$ cat src/rtl/cpupem_pkg.sv
// Shared definitions for the CPUPEM sequencer: default widths, opcode values,
// FSM state encoding and the decode-flag bundle shared with the ALU side.
package cpupem_pkg;

  localparam int ADDR_W_DEF = 4;
  localparam int DATA_W_DEF = 8;

  localparam logic [3:0] OP_NOP   = 4'h0;
  localparam logic [3:0] OP_LOAD  = 4'h1;
  localparam logic [3:0] OP_STORE = 4'h2;
  localparam logic [3:0] OP_ADD   = 4'h3;
  localparam logic [3:0] OP_SUB   = 4'h4;
  localparam logic [3:0] OP_AND   = 4'h5;
  localparam logic [3:0] OP_OR    = 4'h6;
  localparam logic [3:0] OP_XOR   = 4'h7;
  localparam logic [3:0] OP_JMP   = 4'h8;
  localparam logic [3:0] OP_JZ    = 4'h9;
  localparam logic [3:0] OP_JC    = 4'hA;
  localparam logic [3:0] OP_HALT  = 4'hF;

  localparam logic [2:0] ST_IDLE   = 3'd0;
  localparam logic [2:0] ST_FETCH  = 3'd1;
  localparam logic [2:0] ST_DECODE = 3'd2;
  localparam logic [2:0] ST_READ   = 3'd3;
  localparam logic [2:0] ST_EXEC   = 3'd4;
  localparam logic [2:0] ST_WRITE  = 3'd5;
  localparam logic [2:0] ST_HALT   = 3'd6;

  typedef struct packed {
    logic needs_read;
    logic is_store;
    logic is_alu;
    logic is_jump;
    logic is_halt;
  } dec_flags_t;

  // Only the arithmetic ops propagate the ALU carry; logic ops clear it.
  function automatic logic op_sets_carry(input logic [3:0] op);
    return (op == OP_ADD) || (op == OP_SUB);
  endfunction

endpackage

$ cat src/rtl/cpupem_decode.sv
// Combinational opcode classifier used by the sequencer's DECODE dispatch.
module cpupem_decode
  import cpupem_pkg::*;
(
  input  logic [3:0] opcode,
  output dec_flags_t flags
);

  // Map each opcode to its dispatch class; reserved opcodes behave as NOP.
  always_comb begin
    flags = '0;
    case (opcode)
      OP_LOAD:                             flags.needs_read = 1'b1;
      OP_ADD, OP_SUB, OP_AND, OP_OR, OP_XOR: begin
        flags.needs_read = 1'b1;
        flags.is_alu     = 1'b1;
      end
      OP_STORE:                            flags.is_store = 1'b1;
      OP_JMP, OP_JZ, OP_JC:                flags.is_jump  = 1'b1;
      OP_HALT:                             flags.is_halt  = 1'b1;
      default:                             flags = '0;
    endcase
  end

endmodule

$ cat src/rtl/cpupem_sequencer.sv
// Multi-cycle accumulator CPU sequencer driving an external RAM and ALU,
// with a program loader usable while idle or halted.
module cpupem_sequencer
  import cpupem_pkg::*;
#(
  parameter int ADDR_W = ADDR_W_DEF,
  parameter int DATA_W = DATA_W_DEF
) (
  input  logic              clock,
  input  logic              reset,
  input  logic              start,
  input  logic              ld_we,
  input  logic [ADDR_W-1:0] ld_addr,
  input  logic [DATA_W-1:0] ld_data,
  output logic [ADDR_W-1:0] mem_addr,
  output logic [DATA_W-1:0] mem_wdata,
  output logic              mem_we,
  input  logic [DATA_W-1:0] mem_rdata,
  output logic [DATA_W-1:0] alu_a,
  output logic [DATA_W-1:0] alu_b,
  output logic [3:0]        alu_op,
  input  logic [DATA_W-1:0] alu_result,
  input  logic              alu_carry,
  output logic [DATA_W-1:0] acc,
  output logic [ADDR_W-1:0] pc,
  output logic [DATA_W-1:0] ir,
  output logic              busy,
  output logic              halted,
  output logic [2:0]        dbg_state
);

  logic [2:0]        state_r;
  logic [ADDR_W-1:0] pc_r;
  logic [DATA_W-1:0] acc_r;
  logic [DATA_W-1:0] ir_r;
  logic              zero_r;
  logic              carry_r;

  dec_flags_t        dec_s;
  logic              jump_taken_s;
  logic [ADDR_W-1:0] operand_s;
  logic [3:0]        exec_op_s;

  cpupem_decode u_decode (
    .opcode (mem_rdata[7:4]),
    .flags  (dec_s)
  );

  assign operand_s = ADDR_W'(ir_r[3:0]);
  assign exec_op_s = ir_r[7:4];

  assign alu_a  = acc_r;
  assign alu_b  = mem_rdata;
  assign alu_op = exec_op_s;

  assign acc       = acc_r;
  assign pc        = pc_r;
  assign ir        = ir_r;
  assign dbg_state = state_r;
  assign busy      = (state_r >= ST_FETCH) && (state_r <= ST_WRITE);
  assign halted    = (state_r == ST_HALT);

  // Conditional-branch resolution on the instruction word arriving in DECODE.
  always_comb begin
    jump_taken_s = 1'b0;
    case (mem_rdata[7:4])
      OP_JMP:  jump_taken_s = dec_s.is_jump;
      OP_JZ:   jump_taken_s = dec_s.is_jump && zero_r;
      OP_JC:   jump_taken_s = dec_s.is_jump && carry_r;
      default: jump_taken_s = 1'b0;
    endcase
  end

  // RAM port steering; reset suppresses any write so an aborted STORE never lands.
  always_comb begin
    mem_addr  = {ADDR_W{1'b0}};
    mem_wdata = {DATA_W{1'b0}};
    mem_we    = 1'b0;
    case (state_r)
      ST_IDLE, ST_HALT: begin
        if (ld_we && !reset) begin
          mem_addr  = ld_addr;
          mem_wdata = ld_data;
          mem_we    = 1'b1;
        end else begin
          mem_we    = 1'b0;
        end
      end
      ST_FETCH: mem_addr = pc_r;
      ST_READ:  mem_addr = operand_s;
      ST_WRITE: begin
        mem_addr  = operand_s;
        mem_wdata = acc_r;
        mem_we    = !reset;
      end
      default:  mem_we = 1'b0;
    endcase
  end

  // Architectural state and FSM sequencing.
  always_ff @(posedge clock) begin
    if (reset) begin
      state_r <= ST_IDLE;
      pc_r    <= {ADDR_W{1'b0}};
      acc_r   <= {DATA_W{1'b0}};
      ir_r    <= {DATA_W{1'b0}};
      zero_r  <= 1'b0;
      carry_r <= 1'b0;
    end else begin
      case (state_r)
        ST_IDLE, ST_HALT: begin
          if (start) begin
            pc_r    <= {ADDR_W{1'b0}};
            acc_r   <= {DATA_W{1'b0}};
            zero_r  <= 1'b0;
            carry_r <= 1'b0;
            state_r <= ST_FETCH;
          end else begin
            state_r <= state_r;
          end
        end
        ST_FETCH: state_r <= ST_DECODE;
        ST_DECODE: begin
          ir_r <= mem_rdata;
          if (jump_taken_s) pc_r <= ADDR_W'(mem_rdata[3:0]);
          else              pc_r <= pc_r + ADDR_W'(1'b1);
          if (dec_s.needs_read || dec_s.is_alu) state_r <= ST_READ;
          else if (dec_s.is_store)              state_r <= ST_WRITE;
          else if (dec_s.is_halt)               state_r <= ST_HALT;
          else                                  state_r <= ST_FETCH;
        end
        ST_READ: state_r <= ST_EXEC;
        ST_EXEC: begin
          if (exec_op_s == OP_LOAD) begin
            acc_r  <= mem_rdata;
            zero_r <= (mem_rdata == {DATA_W{1'b0}});
          end else begin
            acc_r   <= alu_result;
            zero_r  <= (alu_result == {DATA_W{1'b0}});
            carry_r <= op_sets_carry(exec_op_s) ? alu_carry : 1'b0;
          end
          state_r <= ST_FETCH;
        end
        ST_WRITE: state_r <= ST_FETCH;
        default:  state_r <= ST_IDLE;
      endcase
    end
  end

endmodule
$ cat config.mk
export PLATFORM = sky130hd
export DESIGN_NAME = cpupem_sequencer
export DESIGN_NICKNAME = d
export VERILOG_FILES = /design/src/rtl/cpupem_pkg.sv /design/src/rtl/cpupem_decode.sv /design/src/rtl/cpupem_sequencer.sv
export SDC_FILE = /design/constraint.sdc
export NUM_CORES = 1
export LEC_CHECK = 0
export BUFFER_PORTS_ARGS = -buffer_cell sky130_fd_sc_hd__clkbuf_2
export CAP_MARGIN = 20
export CORE_MARGIN = 3
export CORE_UTILIZATION = 49
export CTS_CLUSTER_DIAMETER = 100
export DETAILED_ROUTE_END_ITERATION = 8
export PLACE_DENSITY = 0.95
export SYNTH_ARGS = -nofsm -noshare
export SYNTH_HDL_FRONTEND = slang
export SYNTH_SLANG_ARGS = --single-unit
$ cat constraint.sdc
create_clock -name clock -period 4.8 [get_ports clock]
set_clock_uncertainty 0.2 [all_clocks]
set_input_delay 0.24 -clock clock [delete_from_list [all_inputs] [get_ports clock]]
set_output_delay 0.24 -clock clock [all_outputs]
set_load 0.02 [all_outputs]
# Word-level counts from Yosys, hierarchy flattened
# Index checks and enable logic that the tools add are counted.
[op_classes] n_addsub=1 mux=29 reduce_logical=21 eq_ne=22 magnitude_cmp=2
[ops] cell="$pmux W8 S2" n=2
[ops] cell="$mux W8" n=3
[ops] cell="$eq A4 B3 Y1 const B" n=5
[ops] cell="$eq A4 B4 Y1 const B" n=4
[ops] cell="$logic_not A8 Y1" n=2
[ops] cell="$pmux W3 S5" n=1
[ops] cell="$eq A4 B2 Y1 const B" n=3
[ops] cell="$mux W3" n=4
[ops] cell="$mux W4" n=3
[ops] cell="$pmux W4 S3" n=1
[ops] cell="$mux W1" n=10
[ops] cell="$eq A3 B3 Y1 const B" n=3
[ops] cell="$eq A4 B1 Y1 const B" n=2
[ops] cell="$pmux W4 S2" n=1
[ops] cell="$eq A3 B2 Y1 const B" n=2
[ops] cell="$pmux W1 S2" n=3
[ops] cell="$reduce_or A2 Y1" n=3
[ops] cell="$reduce_or A6 Y1" n=1
[ops] cell="$reduce_or A5 Y1" n=1
[ops] cell="$add A4 B1 Y4 const B" n=1
[ops] cell="$logic_and A1 B1 Y1" n=4
[ops] cell="$ne A2 B2 Y1 const B" n=2
[ops] cell="$reduce_and A2 Y1" n=2
[ops] cell="$reduce_bool A2 Y1" n=2
[ops] cell="other kinds (9)" n=10
[word_totals] elab_cells=81 register_bits=25

# Depth between registers and ports, before layout
[logic_depth] depth_word=7 depth_mapped=6 ltp_nobuf=5

# Hierarchy
# Synthesis repeated with hierarchy kept, for this count alone.
[unflattened] hier_cells=205 hier_area_um2=1697.9
[modules_own_cells] module="cpupem_sequencer" instances=1 area_per_inst_um2=1646.6 cells_each=198
[modules_own_cells] module="cpupem_decode" instances=1 area_per_inst_um2=51.3 cells_each=7

# Worst setup path before layout
# Ideal clock, no wire load.
[synth_path] path_kind="register to output" start="register state_r[2] (netlist: dbg_state[2])" end="output port mem_wdata[0]" stages_incl_launch_ff=5 required_ps=4360 slack_ps=2933 n_path_buf=1 arrival_time_ps=1427 path_cell_list="dfxtp_1 xor2_1 nor4b_2 buf_2 a22o_1"
[synth_between] elab_chain_len=3 elab_cells_between_ends=5 classes_between="2 x eq/ne; 1 x mux; 2 x reduce/logical"
[synth_rtl] element="start, declared" line="cpupem_sequencer.sv:32" source="logic [2:0] state_r;"
[synth_rtl] element="start signal, assigned" line="cpupem_sequencer.sv:119" source="state_r <= state_r;"
[synth_rtl] element="$eq A3 B3 Y1 / $logic_not A3 Y1 (equally long branches)" line="cpupem_sequencer.sv:79" source="case (state_r)"
[synth_rtl] element="$reduce_or A2 Y1" line="cpupem_sequencer.sv:79"
[synth_rtl] element="$pmux W8 S2 (*)" line="cpupem_sequencer.sv:79"
[synth_rtl] element="end, declared" line="cpupem_sequencer.sv:16" source="output logic [DATA_W-1:0] mem_wdata,"
# Every way passes the cells marked *; elsewhere a longest branch is shown, timed or not.

# Worst setup path in the final report
[layout_path] start="register state_r[1] (netlist: dbg_state[1])" end="output port mem_wdata[7]"
# The elaborated chain is that of the path after synthesis.

==> reports/qor.csv <==
metric,value,unit
first_global_vias,1695,
initial_core_util,0.535,
synth.area.top_cells,"dfxtp_1 (29%), nand2_1 (10%), a21oi_1 (9.9%), buf_4 (9.2%), a22o_1 (4.1%)",
crit_fanout,13,
synth_area,1710,um^2
hp-class,primary input to flip-flop,
regToRegSetupSlack,2.43,ns
insertion_delay,0.31,ns
clkPwrFrac,0.216,
grt_max_degree,28,
grt_pass1_wl,7.67,mm
clk_pin_slew,0.14,ns
die_x,65.1,um
worstSetupEndpointType,output port,
ant_nets,0,
status,finished clean,
finalHoldViolCount,0,
die_h,65.1,um
area_growth_syn_to_layout,17.7,%
ys_ff_latch,25,
grt.overflow.total,0,
synth_top_area_cell,dfxtp_1,
tns,0,ns
cp.required,4.36,ns
final.period_utilization,0.562,
p_sw,0.151,mW
p_comb_frac,0.273,
wl,4.78,mm
maxSlewViolCount,0,
antenna_found_initial,0,
core,3200,um^2
setup-violations-final,0,
synth.top_cell.area_share,0.292,
syn_nets,269,
seqPwrFrac,0.511,
place_ws,2.48,ns
gp_congestion,0.891,
fin_ws,2.10,ns
swShare,0.343,
slew_headroom,0.301,
drc,0,
nets,331,
firstDrtPassIters,4,
maxCapViolCount,0,
netlist_instances,235,
cts-root-buf,clkbuf_4,
powerDensity,218,nW/um^2
io_buffers,90,
antenna_cells,0,
yosysWarnings,0,
rows,20,
synth_flop_cell,dfxtp_1,
async_flop_share,0,
clock.fmax,371,MHz
critical_path_arrival,2.26,ns
drt_iter0_markers,108,
cts_tree,yes,
ys_seq_area_frac,0.292,
ir_drop,0.165,mV
internal_power,0.289,mW
synth_area_per_cell,7.29,um^2
wl_per_cell,14.1,um
p_leak,0.956,nW
drive_above_1_share,0.338,
tightestPinTransition,1.04,ns
grtUsageTotal,0.224,
cts_buffers,3,
place_hpwl,3.59,mm
cts.sinks,25,
synth_edf_count,0,
io_pins,91,
h-tree-depth,1,
grt_setup_unrepaired,false,
num_vias,1904,
clock_path_buffers,2,
power,0.440,mW
post-cts-setup-buffers,0,
avgViaCountPerCell,5.60,
fp.dieArea,4240,um^2
period_minus_slack,2.70,ns
path_class,flip-flop to output port,
start_kind,flip-flop,
synth_cell_types,42,
==> flip-flops by register name, indices dropped and copies added, names as in the netlist <==
| register | flops |
|---|---|
| ir | 8 |
| zero_r | 1 |
| carry_r | 1 |
| acc | 8 |
| dbg_state | 3 |
| pc | 4 |
==> cell usage after synthesis, types with 2 or more instances <==
library cell,n
or3_1,2
a2bb2oi_1,2
nand2_1,46
nor4_1,3
a21o_1,3
nor2b_1,5
or4b_1,2
clkbuf_1,4
buf_2,6
a21oi_1,34
and2_1,3
buf_4,21
a31oi_1,2
nor2_1,17
o21ai_0,9
nor3_1,4
a22o_1,8
dfxtp_1,25
buf_6,3
nand4_1,2
o211ai_1,2
inv_1,5
a22oi_1,4
nand3_1,5
==> metal layers <==
metal,track usage,part of all wire,vias up
li1,-,-,922
met1,0.287,0.39,889
met2,0.395,0.51,89
met3,0.0342,0.089,4
met4,0.0492,0.0061,0
met5,0,0,-
==> placed cells by master (no fill, tap or decap), drive strengths merged, types with 3 or more instances in the layout <==
cell type  instances
a21oi             34
nor4               3
nor2b              6
a22oi              4
nor2              17
nor3               4
nand3              6
inv                5
dfxtp             25
a22o               8
clkbuf            94
a21o               3
nand2             47
and2               3
o21ai              9
==> per-stage QoR <==
step	hold slack [ns]	cell area, um^2	cells	util
after detailed placement	0.265	1980	335	0.618
after floorplan	0.176	1710	235	-
after global placement	0.263	1980	335	0.618
after CTS	0.00650	2020	340	0.630
after global routing	0.0275	2020	340	0.630
final	0.00391	2020	340	0.630
==> final timing paths <==
path                startpoint            to  depth (start not counted)
setup / recovery  dbg_state[1]  mem_wdata[7]                          5
setup reg to reg  dbg_state[1]         pc[3]                          5
hold / removal    mem_rdata[2]         ir[2]                          3
hold reg to reg          ir[0]         ir[0]                          2
==> cell type report <==
type	count	area (um^2)
fill	307	1190
multi-input combinational	170	948
sequential	25	500
timing repair buffer	92	468
tap	44	55.1
clock buffer	4	26.3
inverter	5	18.8
==> worst max-delay path: stages (launching register included) <==
cell and delay, ns:
dfxtp_1 0.59, xor2_1 0.15, nor4b_2 0.60, buf_4 0.28, a22o_1 0.15, clkbuf_2 0.16
==> power groups by stage <==
stage          registers (mW)  clock network [mW]  logic [mW]
6_report                0.225              0.0951       0.120
5_1_grt                 0.227               0.102       0.131
4_1_cts                 0.225              0.0950       0.120
3_5_place_dp            0.229                   0       0.118
3_3_place_gp            0.229                   0       0.116
2_1_floorplan           0.232                   0      0.0825
==> cells by family (layout without fill, tap and decap cells) <==
group | count (synthesis) | after routing | share of synthesized area
and+or+nand+nor | 97 | 97 | 0.283
buffers and inverters | 40 | 101 | 0.154
adders and majority gates | 1 | 1 | 0.00730
AOI/OAI and AO/OA | 70 | 70 | 0.252
muxes | 1 | 1 | 0.00584
DFF | 25 | 25 | 0.292
xor gates and xnor gates | 1 | 1 | 0.00511
==> repair_timing <==
item	CTS	global route
resized for setup	0	0
hold buffers	1	0
hold endpoints to repair	1	0
Power figures use the tool's default switching activity.
